### src/rtl/tern_seq_adder.sv
// tern_seq_adder: sequential unbalanced-ternary adder/subtractor, TPC trits per cycle
module tern_seq_adder #(
  parameter int NTRITS = 8,
  parameter int TPC    = 1
) (
  input  logic                clk,
  input  logic                rst_n,
  input  logic                in_valid,
  output logic                in_ready,
  input  logic [2*NTRITS-1:0] a,
  input  logic [2*NTRITS-1:0] b,
  input  logic                cin,
  input  logic                sub,
  output logic                out_valid,
  input  logic                out_ready,
  output logic [2*NTRITS-1:0] sum,
  output logic                cout,
  output logic                enc_err
);
  localparam int W  = 2 * NTRITS;
  localparam int G  = NTRITS / TPC;
  localparam int CW = $clog2(G + 1);
  typedef enum logic [1:0] {IDLE, RUN, DONE} state_t;
  state_t         state_q, state_d;
  logic [W-1:0]   a_q, a_d, b_q, b_d, sum_q, sum_d, a_s, b_s;
  logic           c_q, c_d, err_q, err_d, bad, c_g;
  logic [CW-1:0]  cnt_q, cnt_d;
  logic [1:0]     ta, tb;
  logic [2:0]     t;
  logic [2*TPC-1:0] grp;
  // Sanitise operands at accept: illegal code reads as 0, B is pre-complemented in sub mode
  always_comb begin
    a_s = '0;
    b_s = '0;
    bad = 1'b0;
    ta  = '0;
    tb  = '0;
    for (int i = 0; i < NTRITS; i++) begin
      ta = a[2*i+:2];
      tb = b[2*i+:2];
      bad = bad | (ta == 2'b11) | (tb == 2'b11);
      ta = (ta == 2'b11) ? 2'b00 : ta;
      tb = (tb == 2'b11) ? 2'b00 : tb;
      a_s[2*i+:2] = ta;
      b_s[2*i+:2] = sub ? 2'd2 - tb : tb;
    end
  end
  // Ripple the carry through the current low group of TPC trits
  always_comb begin
    c_g = c_q;
    grp = '0;
    t   = '0;
    for (int i = 0; i < TPC; i++) begin
      t = 3'(a_q[2*i+:2]) + 3'(b_q[2*i+:2]) + 3'(c_g);
      c_g = t >= 3'd3;
      grp[2*i+:2] = c_g ? 2'(t - 3'd3) : t[1:0];
    end
  end
  // Next-state: accept in IDLE, shift one group per RUN cycle, hold in DONE until taken
  always_comb begin
    state_d = state_q;
    a_d     = a_q;
    b_d     = b_q;
    sum_d   = sum_q;
    c_d     = c_q;
    err_d   = err_q;
    cnt_d   = cnt_q;
    if (state_q == IDLE && in_valid) begin
      state_d = RUN;
      a_d     = a_s;
      b_d     = b_s;
      c_d     = sub | cin;
      err_d   = bad;
      cnt_d   = '0;
    end else if (state_q == RUN) begin
      a_d     = a_q >> (2 * TPC);
      b_d     = b_q >> (2 * TPC);
      sum_d   = (sum_q >> (2 * TPC)) | (W'(grp) << (W - 2 * TPC));
      c_d     = c_g;
      cnt_d   = cnt_q + 1'b1;
      state_d = (cnt_q == CW'(G - 1)) ? DONE : RUN;
    end else if (state_q == DONE && out_ready) begin
      state_d = IDLE;
    end
  end
  // State and datapath registers
  always_ff @(posedge clk or negedge rst_n) begin
    if (!rst_n) begin
      state_q <= IDLE;
      a_q     <= '0;
      b_q     <= '0;
      sum_q   <= '0;
      c_q     <= 1'b0;
      err_q   <= 1'b0;
      cnt_q   <= '0;
    end else begin
      state_q <= state_d;
      a_q     <= a_d;
      b_q     <= b_d;
      sum_q   <= sum_d;
      c_q     <= c_d;
      err_q   <= err_d;
      cnt_q   <= cnt_d;
    end
  end
  assign in_ready  = state_q == IDLE;
  assign out_valid = state_q == DONE;
  assign sum       = sum_q;
  assign cout      = c_q;
  assign enc_err   = err_q;
endmodule
### config.mk
export PLATFORM = sky130hd
export DESIGN_NAME = tern_seq_adder
export DESIGN_NICKNAME = d
export VERILOG_FILES = /design/src/rtl/tern_seq_adder.sv
export SDC_FILE = /design/constraint.sdc
export NUM_CORES = 1
export LEC_CHECK = 0
export BUFFER_PORTS_ARGS = -buffer_cell sky130_fd_sc_hd__clkbuf_2
export CORE_MARGIN = 1.5
export CORE_UTILIZATION = 60
export DETAILED_ROUTE_END_ITERATION = 8
export MAX_ROUTING_LAYER = met4
export PLACE_DENSITY = 0.87
export SKIP_CTS_REPAIR_TIMING = 1
export SLEW_MARGIN = 40
export SYNTH_ARGS = -nofsm -noshare
export SYNTH_HDL_FRONTEND = slang
export SYNTH_SLANG_ARGS = --single-unit
### constraint.sdc
create_clock -name clk -period 3.4 [get_ports clk]
set_input_delay 0.68 -clock clk [delete_from_list [all_inputs] [get_ports clk]]
set_output_delay 0.68 -clock clk [all_outputs]
set_load 0.01 [all_outputs]
# Word level (Yosys, flattened, before mapping)
# Index checks and enable logic that the tools add are counted.
[totals]
latchBits = 0
wordCells = 100
out_inout_bits = 20
reg_bits = 56
inputBits = 38
ram_bits = 0
mem_count = 0
mem_bits_ro = 0
[op_classes]
magnitude_cmp = 1
shifts = 0
eq_ne = 19
n_mul = 0
add_sub_neg = 12
muxes = 37
n_reduce_logical = 6
bitwise_logic = 18
div_mod_pow = 0
[op_table]
columns = ["op", "n"]
rows = [
  ["2-to-1 mux 16 bit", 4],
  ["2-to-1 mux 2 bit", 29],
  ["== test 2 bit, second input constant", 17],
  ["OR 1 bit", 16],
  ["OR 14 x 16 -> 16 bit", 1],
  ["subtractor 2 bit, first input constant", 8],
  ["2-to-1 mux 4 bit", 2],
  ["adder 4 x 1 -> 4 bit, second input constant", 1],
  ["== test 4 x 3 -> 1 bit, second input constant", 1],
  ["adder 2 x 2 -> 3 bit", 1],
  ["adder 3 x 1 -> 3 bit", 1],
  [">= comparator 3 x 2 -> 1 bit, second input constant", 1],
  ["nonzero test 3 bit", 1],
  ["== test 2 x 1 -> 1 bit, second input constant", 1],
  ["logical AND 1 bit", 2],
  ["zero test 2 bit", 1],
  ["2-to-1 mux 1 bit", 2],
  ["AND reduction 2 bit", 1],
  ["nonzero test 2 bit", 1],
  ["subtractor 2 bit, second input constant", 1],
  ["NOT 1 bit", 1],
]

# Logic depth before layout (Yosys ltp)
[logic_depth]
word_depth = 16
mapped_depth = 6
mapped_depth_nobuf = 6

# Worst setup path before layout
# No wires, ideal clock.
[synth_path]
path_kind = "reg-to-reg"
startpoint = "register c_q (netlist: cout)"
endpoint = "register sum_q[15] (netlist: sum[15])"
period_less_slack_ps = 2209
stages_incl_launch_ff = 7
arrival_ps = 2126
t_required_ps = 3317
setup_time_ps = 83
path_buffers = 0
slack_ps = 1191
cell_sequence = "dfrtp_1 fa_1 fa_1 ha_1 nor3_1 o32ai_1 o21ai_0"
[synth_via]
elab_chain_len = 4
word_cells_on_any_way = 5
classes_between = "add/sub (2); order compare (1); mux (1); bitwise (1)"
[synth_lines]
columns = ["item", "line_no", "source"]
rows = [
  ["start: declaration", "26", "logic c_q, c_d, err_q, err_d, bad, c_g;"],
  ["start signal: assignment", "93", "c_q <= 1'b0;"],
  ["start signal: assignment", "101", "c_q <= c_d;"],
  ["adder 3 x 1 -> 3 bit (*)", "54", "t = 3'(a_q[2*i+:2]) + 3'(b_q[2*i+:2]) + 3'(c_g);"],
  [">= comparator 3 x 2 -> 1 bit / subtractor 2 bit (equally long branches)", "55, 56", ""],
  ["2-to-1 mux 2 bit (*)", "56", "grp[2*i+:2] = c_g ? 2'(t - 3'd3) : t[1:0];"],
  ["OR 14 x 16 -> 16 bit (*)", "78", "sum_d = (sum_q >> (2 * TPC)) | (W'(grp) << (W - 2 * TPC));"],
  ["end signal: assignment", "100", "sum_q <= sum_d;"],
  ["end: declaration", "25", "logic [W-1:0] a_q, a_d, b_q, b_d, sum_q, sum_d, a_s, b_s;"],
]
# Every way passes the cells marked *; elsewhere a longest branch is shown, timed or not.
# A chain may end at the register's enable or synchronous reset.

# Final worst setup path
# Ends and elaborated chain as after synthesis.

==> flow_metrics.py <==
metrics = {
    "sta": {
        "period_share_pct": 69.93,
        "setup_ws_ps": 1022,
        "hold_viol": 0,
        "setup_viol": 0,
        "fmaxAchievable_mhz": 420.6,
        "fin_tns_setup_ps": 0,
        "relSlewSlack_pct": 50.17,
        "skew_ps": 8.927,
        "final_max_slew_viol_count": 0,
        "post-route-min-period_ps": 2378,
        "rsz0062_at_grt": "no",
        "worst_pin_slew_ps": 747.4,
    },
    "final_layout": {
        "layout-drive-gt1-share_pct": 19.69,
        "areaGrowthSynthToFinish_pct": 11.48,
        "layout_commonest_cell": "nand2_1",
        "final_area_um2": 3572,
        "antenna_cells": 0,
        "stdcell_count": 456,
        "fin_nets": 451,
        "mostFrequentLayoutCells": "nand2_1, clkbuf_2, dfrtp_1, o21ai_0, ha_1",
    },
    "critical_path": {
        "worst_setup_path_end_kind": "flop",
        "cp_max_fo": 4,
        "cp_top_family": "adder cells",
        "slowest_stage": "fa_1",
        "start_kind": "flop",
        "r2r_start": "cout",
        "required_ps": 3640,
        "critPathMaxStageDelay_ps": 510,
        "critPathBufInv": 0,
        "crit_type": "reg -> reg",
        "cp_common_cell": "fa_1",
        "crit_start": "cout",
        "critPathArrivalTime_ps": 2620,
        "path_cells": "fa_1 > fa_1 > ha_1 > nor3_1 > o32ai_1 > o21ai_0",
    },
    "yosys": {
        "synth.distinct_cells": 42,
        "synthArstFlopShare_pct": 100.0,
        "synth_top_area_share_pct": 43.73,
        "avgSynthCellArea_um2": 9.452,
        "syn-num-nets": 405,
        "netlist_area_um2": 3204,
        "synth_edf_count": 0,
        "ys_seq_area_share_pct": 43.73,
        "synthCells": 339,
        "synthTopCellsByArea": "dfrtp_1, ha_1, nand2_1",
        "ys.warnings.count": 0,
        "synth_top_area_cell": "dfrtp_1",
        "ys_seq_elements": 56,
        "synth_ff_type": "dfrtp_1",
    },
    "global_routing": {
        "overflow": 0,
        "grt_usage_pct": 26.94,
        "use_met2_pct": 42.16,
        "met1_usage_pct": 37.69,
        "antenna_found_initial": 0,
        "grt_first_pass_wirelength_um": 12250,
        "gr-usage-met3_pct": 3.593,
        "busiest_layer": "met2",
        "first_global_vias": 2490,
        "grt_max_degree": 56,
    },
    "clock_tree": {
        "cts-root-buf": "clkbuf_8",
        "insertion_delay_ps": 310,
        "cts_buffers": 5,
        "cts.clk_slew.worst_paths_ps": 110,
        "cts-htree-levels": 2,
        "clock_path_buffers": 2,
        "clkSinkCount": 56,
        "cts_tree": "yes",
    },
    "placed_design": {
        "port-buffer-count": 57,
        "dp_cells": 448,
        "dpl_worst_slack_ps": 1060,
        "globalplace.congestion": 0.7898,
        "post-dp-hpwl_um": 4926,
        "dpl_cell_area_um2": 3481,
    },
    "floorplan": {
        "die-area_um2": 5788,
        "start_util_pct": 62.34,
        "ioPinCount": 58,
        "die_h_um": 76.08,
        "core_area_um2": 5140,
        "die_x_um": 76.08,
        "std_cell_rows": 26,
    },
    "outcome": {
        "status": "finished, final reports clean",
    },
    "drt": {
        "ant_nets": 0,
        "wirelength_um": 7056,
        "drtPass1Iterations": 5,
        "num_vias": 2753,
        "wl_per_cell_um": 15.47,
        "drc": 0,
        "routed_via_density": 6.037,
        "drt_iter0_markers": 208,
    },
    "min_path": {
        "hp-class": "in -> async",
    },
    "power": {
        "vdd_ir_drop_max_uv": 256.0,
        "power_per_cell_area_nw_per_um2": 325.0,
        "power.leakage_uw": 0.001710,
    },
    "job": {
        "maxCapViolations": 0,
    },
}
[worst paths after layout]
check                           endpoint  slack (ps)  cells past startpoint
worst max-delay path             sum[15]        1020                      6
worst min-delay path             sum[11]         120                      1
worst max register to register   sum[15]        1020                      6
worst min register to register    sum[0]         490                      2
max in group asynchronous        a_q[15]        2410                      2
min in group clk                  sum[0]         490                      2
[worst reg2reg max path, stage by stage (launching register included)]
cell and delay [ps]:
dfrtp_1 430, fa_1 440, fa_1 510, ha_1 290, nor3_1 320, o32ai_1 160
o21ai_0 150
[flip-flops by register name, summed over array words and instances, names as in the netlist]
| name | cells |
|---|---|
| sum | 16 |
| enc_err | 1 |
| a_q | 16 |
| state_q | 2 |
| cout | 1 |
| cnt_q | 4 |
| b_q | 16 |
[cells by family after synthesis]
family	count (synthesis)	share of synthesized area [%]
adders and majority gates	28	11.40
muxes	9	2.851
DFF	56	43.73
buffers and inverters	42	6.286
AOI/OAI and AO/OA	106	21.55
and+or+nand+nor	98	14.17
[Yosys cell counts, types with 2 or more instances]
master,number
a21oi_1,7
a22o_1,2
a22oi_1,16
a31oi_1,14
and2b_1,2
buf_2,11
buf_4,6
clkbuf_1,4
dfrtp_1,56
fa_1,2
ha_1,26
inv_1,18
mux2i_1,8
nand2_1,67
nand4_1,2
nor2_1,2
nor2b_1,15
nor3_1,2
nor4_1,2
o21ai_0,26
o21ai_1,3
o22ai_1,22
o2bb2ai_1,6
o31ai_2,2
[cell type report]
| type | count | area (um^2) |
|---|---|---|
| Clock buffer | 5 | 68.82 |
| Clock inverter | 3 | 22.52 |
| Fill cell | 416 | 1568 |
| Inverter | 20 | 75.07 |
| Multi-Input combinational cell | 241 | 1602 |
| Sequential cell | 56 | 1401 |
| Tap cell | 70 | 87.58 |
| Timing Repair Buffer | 61 | 315.3 |
[power breakdown]
part / switching [uW] / leakage [uW] / total, uW / internal, uW
logic: 66.9 / 0.00105 / 113 / 46.3
clock network: 227 / 0.0000485 / 376 / 148
registers: 2.31 / 0.000609 / 672 / 670
[stage by stage]
stage	util, %	hold WS [ps]	total power, uW
3_5_place_dp	67.72	462.3	799.2
3_3_place_gp	67.72	460.5	793.1
5_1_grt	69.50	105.9	1215
2_1_floorplan	-	384.4	738.7
6_report	69.50	123.7	1161
4_1_cts	69.50	119.6	1169
[routing by layer]
metal | wire length, um | share of wire, %
met5 | 0 | 0
met4 | 113 | 1.6
met3 | 378 | 5.4
met2 | 3448 | 49
met1 | 3115 | 44
Power figures use the tool's default switching activity.
